## src/rtl/split_n_multicast.sv

```systemverilog
// Registered 1-to-N eager fork with per-token destination mask.
// Define SPLIT_N_MULTICAST_SKID_EN for a 2-entry FIFO that registers data_in_ready.
module split_n_multicast #(
    parameter int unsigned N          = 4,
    parameter int unsigned DATA_WIDTH = 32
) (
    input  logic                  clk,
    input  logic                  rst,
    input  logic [DATA_WIDTH-1:0] data_in_data,
    input  logic [N-1:0]          data_in_mask,
    input  logic                  data_in_valid,
    output logic                  data_in_ready,
    output logic [DATA_WIDTH-1:0] data_out_data,
    output logic [N-1:0]          data_out_valid,
    input  logic [N-1:0]          data_out_ready,
    output logic                  busy
);

    logic [DATA_WIDTH-1:0] data_q, data_d;
    logic [N-1:0]          pend_q, pend_d, pend_next;
    logic                  in_fire, load;

    assign pend_next      = pend_q & ~data_out_ready;
    assign data_out_data  = data_q;
    assign data_out_valid = pend_q;
    assign in_fire        = data_in_valid && data_in_ready;
    // Zero-mask tokens are consumed but never stored.
    assign load           = in_fire && (data_in_mask != '0);

`ifdef SPLIT_N_MULTICAST_SKID_EN
    logic [DATA_WIDTH-1:0] data1_q, data1_d;
    logic [N-1:0]          mask1_q, mask1_d;
    logic [1:0]            count_q, count_d;
    logic                  pop;

    assign pop           = (count_q != 2'd0) && (pend_next == '0);
    assign data_in_ready = (count_q < 2'd2) && !rst;
    assign busy          = (count_q != 2'd0);

    always_comb begin
        data_d  = data_q;
        pend_d  = pend_next;
        data1_d = data1_q;
        mask1_d = mask1_q;
        if (pop) begin
            if (count_q == 2'd2) begin
                data_d = data1_q;
                pend_d = mask1_q;
                if (load) begin
                    data1_d = data_in_data;
                    mask1_d = data_in_mask;
                end
            end else if (load) begin
                data_d = data_in_data;
                pend_d = data_in_mask;
            end
        end else if (load) begin
            if (count_q == 2'd0) begin
                data_d = data_in_data;
                pend_d = data_in_mask;
            end else begin
                data1_d = data_in_data;
                mask1_d = data_in_mask;
            end
        end
        count_d = count_q + {1'b0, load} - {1'b0, pop};
    end

    always_ff @(posedge clk or posedge rst) begin
        if (rst) begin
            data_q  <= '0;
            pend_q  <= '0;
            data1_q <= '0;
            mask1_q <= '0;
            count_q <= 2'd0;
        end else begin
            data_q  <= data_d;
            pend_q  <= pend_d;
            data1_q <= data1_d;
            mask1_q <= mask1_d;
            count_q <= count_d;
        end
    end
`else
    // A new token may load on the same edge the last outstanding output drains.
    assign data_in_ready = (pend_next == '0) && !rst;
    assign busy          = |pend_q;

    always_comb begin
        data_d = data_q;
        pend_d = pend_next;
        if (load) begin
            data_d = data_in_data;
            pend_d = data_in_mask;
        end
    end

    always_ff @(posedge clk or posedge rst) begin
        if (rst) begin
            data_q <= '0;
            pend_q <= '0;
        end else begin
            data_q <= data_d;
            pend_q <= pend_d;
        end
    end
`endif

endmodule

```

## config.mk

```make
export PLATFORM = sky130hd
export DESIGN_NAME = split_n_multicast
export DESIGN_NICKNAME = d
export VERILOG_FILES = /design/src/rtl/split_n_multicast.sv
export SDC_FILE = /design/constraint.sdc
export NUM_CORES = 1
export LEC_CHECK = 0
export ABC_AREA = 1
export BUFFER_PORTS_ARGS = -buffer_cell sky130_fd_sc_hd__buf_2
export CAP_MARGIN = 10
export CORE_ASPECT_RATIO = 0.7
export CORE_MARGIN = 4
export CORE_UTILIZATION = 47
export CTS_CLUSTER_DIAMETER = 30
export CTS_CLUSTER_SIZE = 16
export DETAILED_ROUTE_END_ITERATION = 6
export GPL_TIMING_DRIVEN = 0
export PLACE_DENSITY = 0.94
export SLEW_MARGIN = 15
export SYNTH_ARGS = -nofsm -noshare
export SYNTH_HDL_FRONTEND = slang
export SYNTH_SLANG_ARGS = --single-unit
```

## constraint.sdc

```tcl
create_clock -name clk -period 3.5 [get_ports clk]
set_input_delay 0.7 -clock clk [delete_from_list [all_inputs] [get_ports clk]]
set_output_delay 0.7 -clock clk [all_outputs]
set_load 0.01 [all_outputs]
```

# --- Yosys cells after proc, flatten, opt, wreduce, memory -nomap -nowiden ---
# Cells that the tools add are included.
word_totals:
  register_bits: 36
  latchBits: 0
  mem_bits_rw: 0
  rom_bits: 0
  inputBits: 43
  out_inout_bits: 38
  memories: 0
classes:
  n_addsub: 0
  multipliers: 0
  div_mod_pow: 0
  magnitude_cmp: 0
  n_eq_ne: 0
  shifts: 0
  mux: 1
  n_bitwise: 2
  n_reduce_logical: 7
op_table:
  columns: ["op", "n"]
  rows:
  - ["$and 4x4->4", 1]
  - ["$logic_not 4->1", 1]
  - ["$mux 4", 1]
  - ["$not 4->4", 1]
  - ["$reduce_bool 4->1", 1]
  - ["$reduce_or 4->1", 1]
  - ["$logic_and 1x1->1", 3]
  - ["$logic_not 1->1", 1]

# --- Longest topological paths before layout ---
logic_depth:
  ltp_word: 7
  ltp_mapped: 8

# --- Worst setup path after synthesis ---
# Ideal clock, no wire load.
synth_timing:
  kind: "in2out"
  startpoint: "input port rst"
  endpoint: "output port data_in_ready"
  arrival_time_ns: 2.118
  required_ns: 2.800
  path_slack_ns: 0.682
  stages: 5
  n_path_buf: 2
  cell_sequence: "inv_1 -> nand3_1 -> nor2_2 -> buf_4 -> buf_4"
synth_between:
  elab_chain_len: 2
synth_rtl:
  columns: ["element", "line_no", "rtl"]
  rows:
  - ["from (decl)", "8", "input logic rst,"]
  - ["$logic_not 1->1 (no source line)", null, null]
  - ["$logic_and 1x1->1", "86", "assign data_in_ready = (pend_next == '0) && !rst;"]
  - ["to (decl)", "12", "output logic data_in_ready,"]
# Every way passes these cells.

# --- Worst setup path after layout ---
# Ends and elaborated chain as after synthesis.

==> results.py <==
metrics = {
    "sta": {
        "finalSetupTns_ps": 0,
        "finalHoldViolCount": 0,
        "final_max_slew_viol_count": 0,
        "hold_slack_ps": 469,
        "post-route-min-period_ps": 2890,
        "fin_worst_skew_ps": 5.02,
        "max_freq_mhz": 346,
        "rsz0062_at_grt": "no",
        "tightestPinTransition_ps": 713,
        "finalSetupViolCount": 0,
        "relSlewSlack_pct": 52.4,
        "fin_crit_sh_pct": 82.5,
    },
    "clock_tree": {
        "clock_latency_ps": 280,
        "root_buffer": "clkbuf_8",
        "post_cts_resized": 0,
        "cts_hold_buf": 0,
        "cts.sinks": 36,
        "cts_made_buffers": 5,
        "cts_max_level": 2,
        "cts.path.max_buffers": 2,
        "clk_pin_slew_ps": 70,
        "post_cts_buffers": 0,
        "cts_tree": "yes",
    },
    "placement": {
        "dp_hpwl_um": 2720,
        "gp_congestion": 0.742,
        "io_buffers": 80,
        "placed_area_um2": 1930,
    },
    "hold_path": {
        "worstHoldEndpoint": "data_out_data[9]",
        "min_from": "data_out_data[9]",
        "hold_class": "reg2reg",
        "whs_path_depth": 2,
    },
    "power": {
        "leakagePower_nw": 1.23,
        "p_seq_share_pct": 47.7,
        "switchingPower_uw": 365,
        "clockPowerShare_pct": 25.2,
        "ir_drop_mv": 0.333,
        "sw_frac_of_total_pct": 31.3,
        "power_frac_comb_pct": 27.1,
        "powerDensity_nw_per_um2": 577,
        "p_int_uw": 803,
    },
    "logic_synthesis": {
        "synth_ff_type": "dfrtp_1",
        "synth_top_family_by_area": "simple AND/OR/NAND/NOR gates",
        "synth_cells": 169,
        "synth-edff-count": 0,
        "avgSynthCellArea_um2": 8.81,
        "yosysMostFrequentCell": "nand2_1",
        "synthAdderAreaFrac_pct": 0,
        "synthTopCellsByCount": "74 x nand2_1, 37 x nand3_1, 36 x dfrtp_1",
        "synth_cell_type_count": 10,
        "synth_simple_gate_area_share_pct": 32.9,
        "synthArstFlopShare_pct": 100,
        "yosysTopAreaCell": "dfrtp_1",
        "synthTopCellsByArea": "dfrtp_1 61%, nand2_1 19%, nand3_1 12%",
        "ys_warn_count": 0,
        "synth_seq_area_share_pct": 60.5,
        "synth_xor_xnor_area_share_pct": 0,
        "synthesis.nets": 212,
        "muxShareOfSynthArea_pct": 0,
        "netlist_area_um2": 1490,
        "yosysTopAreaCellShare_pct": 60.5,
        "synth_compound_gate_area_share_pct": 1.26,
        "ys_seq_elements": 36,
    },
    "floorplanning": {
        "io_pins": 81,
        "fp-row-count": 16,
        "die_h_um": 55.1,
        "core_region_area_um2": 2900,
        "start_util_pct": 51.3,
        "die-area_um2": 4150,
        "fp.dieW_um": 75.3,
    },
    "routing": {
        "final_antenna_net_count": 0,
        "route.detailed.drc": 0,
        "num_vias": 1410,
        "viasPerCell": 4.81,
        "dr.pass1.iters": 4,
        "wl_per_cell_um": 12.3,
        "drtIter0Drc": 54,
        "finalWirelength_um": 3600,
    },
    "outcome": {
        "outcome": "complete, no violations",
    },
    "setup_path": {
        "crit_path_end_kind": "primary output",
        "startpoint_type": "primary input",
        "crit_required_ps": 2800,
        "cp.arrival_ps": 2190,
        "path_class": "in2out",
        "r2r_start": "data_out_valid[3]",
        "reg2reg_depth": 7,
        "rrSetupSlack_ps": 2160,
        "crit_path_max_fanout": 37,
        "reg2reg_to": "data_out_data[27]",
    },
    "cells_and_area": {
        "multi_input_area_um2": 509,
        "postLayoutCoreUtil_pct": 69.7,
        "diodes": 0,
        "fin_area_um2": 2020,
        "drive_gt1_share_pct": 38.9,
        "fillerInstances": 247,
        "area_growth_pct": 36.0,
        "nNetsFinal": 299,
        "seq_area_um2": 901,
    },
    "grt": {
        "grt_pass1_wl_um": 5540,
        "grt_overflow": 0,
        "grt_antenna_before_repair": 0,
        "grt_pass1_vias": 1342,
        "grt_usage_pct": 18.2,
        "grt_max_degree": 38,
    },
    "job": {
        "maxCapViolCount": 0,
    },
}
sequential cells by signal, summed over array words and instances, names as in the netlist:
signal / cells
data_out_data: 32
data_out_valid: 4
per-stage QoR:
stage	total power, mW	instances	setup WS (ps)
2_1_floorplan	0.731	169	682
3_3_place_gp	0.873	285	95.1
3_5_place_dp	0.886	285	571
4_1_cts	1.18	293	551
5_1_grt	1.24	293	401
6_report	1.17	293	613
worst max-delay path by stage:
stage	cells past startpoint	endpoint	startpoint	slack, ps
6_report	7	data_in_ready	rst	610
5_1_grt	7	data_in_ready	rst	400
4_1_cts	7	data_in_ready	rst	550
3_5_place_dp	7	data_in_ready	rst	570
3_3_place_gp	7	data_in_ready	rst	100
2_1_floorplan	5	data_in_ready	rst	680
power groups by stage:
| stage | sequential (mW) | combinational (mW) | clock [mW] |
|---|---|---|---|
| final | 0.557 | 0.317 | 0.294 |
| after global placement | 0.560 | 0.313 | 0 |
| after global routing | 0.568 | 0.359 | 0.314 |
| after floorplan | 0.607 | 0.123 | 0 |
| after detailed placement | 0.562 | 0.324 | 0 |
| after CTS | 0.557 | 0.324 | 0.298 |
area by class of cell:
class	count	area share, %
plain buffers	10	2.97
well taps	36	2.22
clock buffers	8	4.45
flip-flops and latches	36	44.5
repair buffers	80	19.8
inverters	5	0.927
multi-input cells	118	25.2
layout by cell type (no fill, tap or decap):
| master | instances |
|---|---|
| nand3_1 | 37 |
| buf_2 | 86 |
| buf_4 | 4 |
| a21boi_4 | 1 |
| inv_2 | 1 |
| nand2_1 | 74 |
| nor2_2 | 1 |
| inv_1 | 4 |
| nor2_1 | 4 |
| dfrtp_1 | 36 |
| clkbuf_8 | 6 |
| nand2_2 | 1 |
| clkbuf_1 | 2 |
critical path, cell delays in order:
cell	delay (ps)
buf_2	100
inv_2	510
nand3_1	190
nor2_2	160
buf_4	190
buf_4	170
buf_2	140
layer usage:
metal  global-route usage [%]  vias up  part of all wire [%]
met5                        0        -                     0
met4                     4.65        0                  0.61
met3                     6.50        6                    11
met2                     30.8       69                    45
met1                     22.7      625                    44
li1                         -      710                     -
cells by family (layout without fill, tap and decap cells):
| group | Yosys count | after routing |
|---|---|---|
| AO/OA/AOI/OAI | 1 | 1 |
| buffers and inverters | 15 | 103 |
| flip-flops | 36 | 36 |
| AND/OR/NAND/NOR | 117 | 117 |
Note: power is estimated with default switching activity, not from simulation.
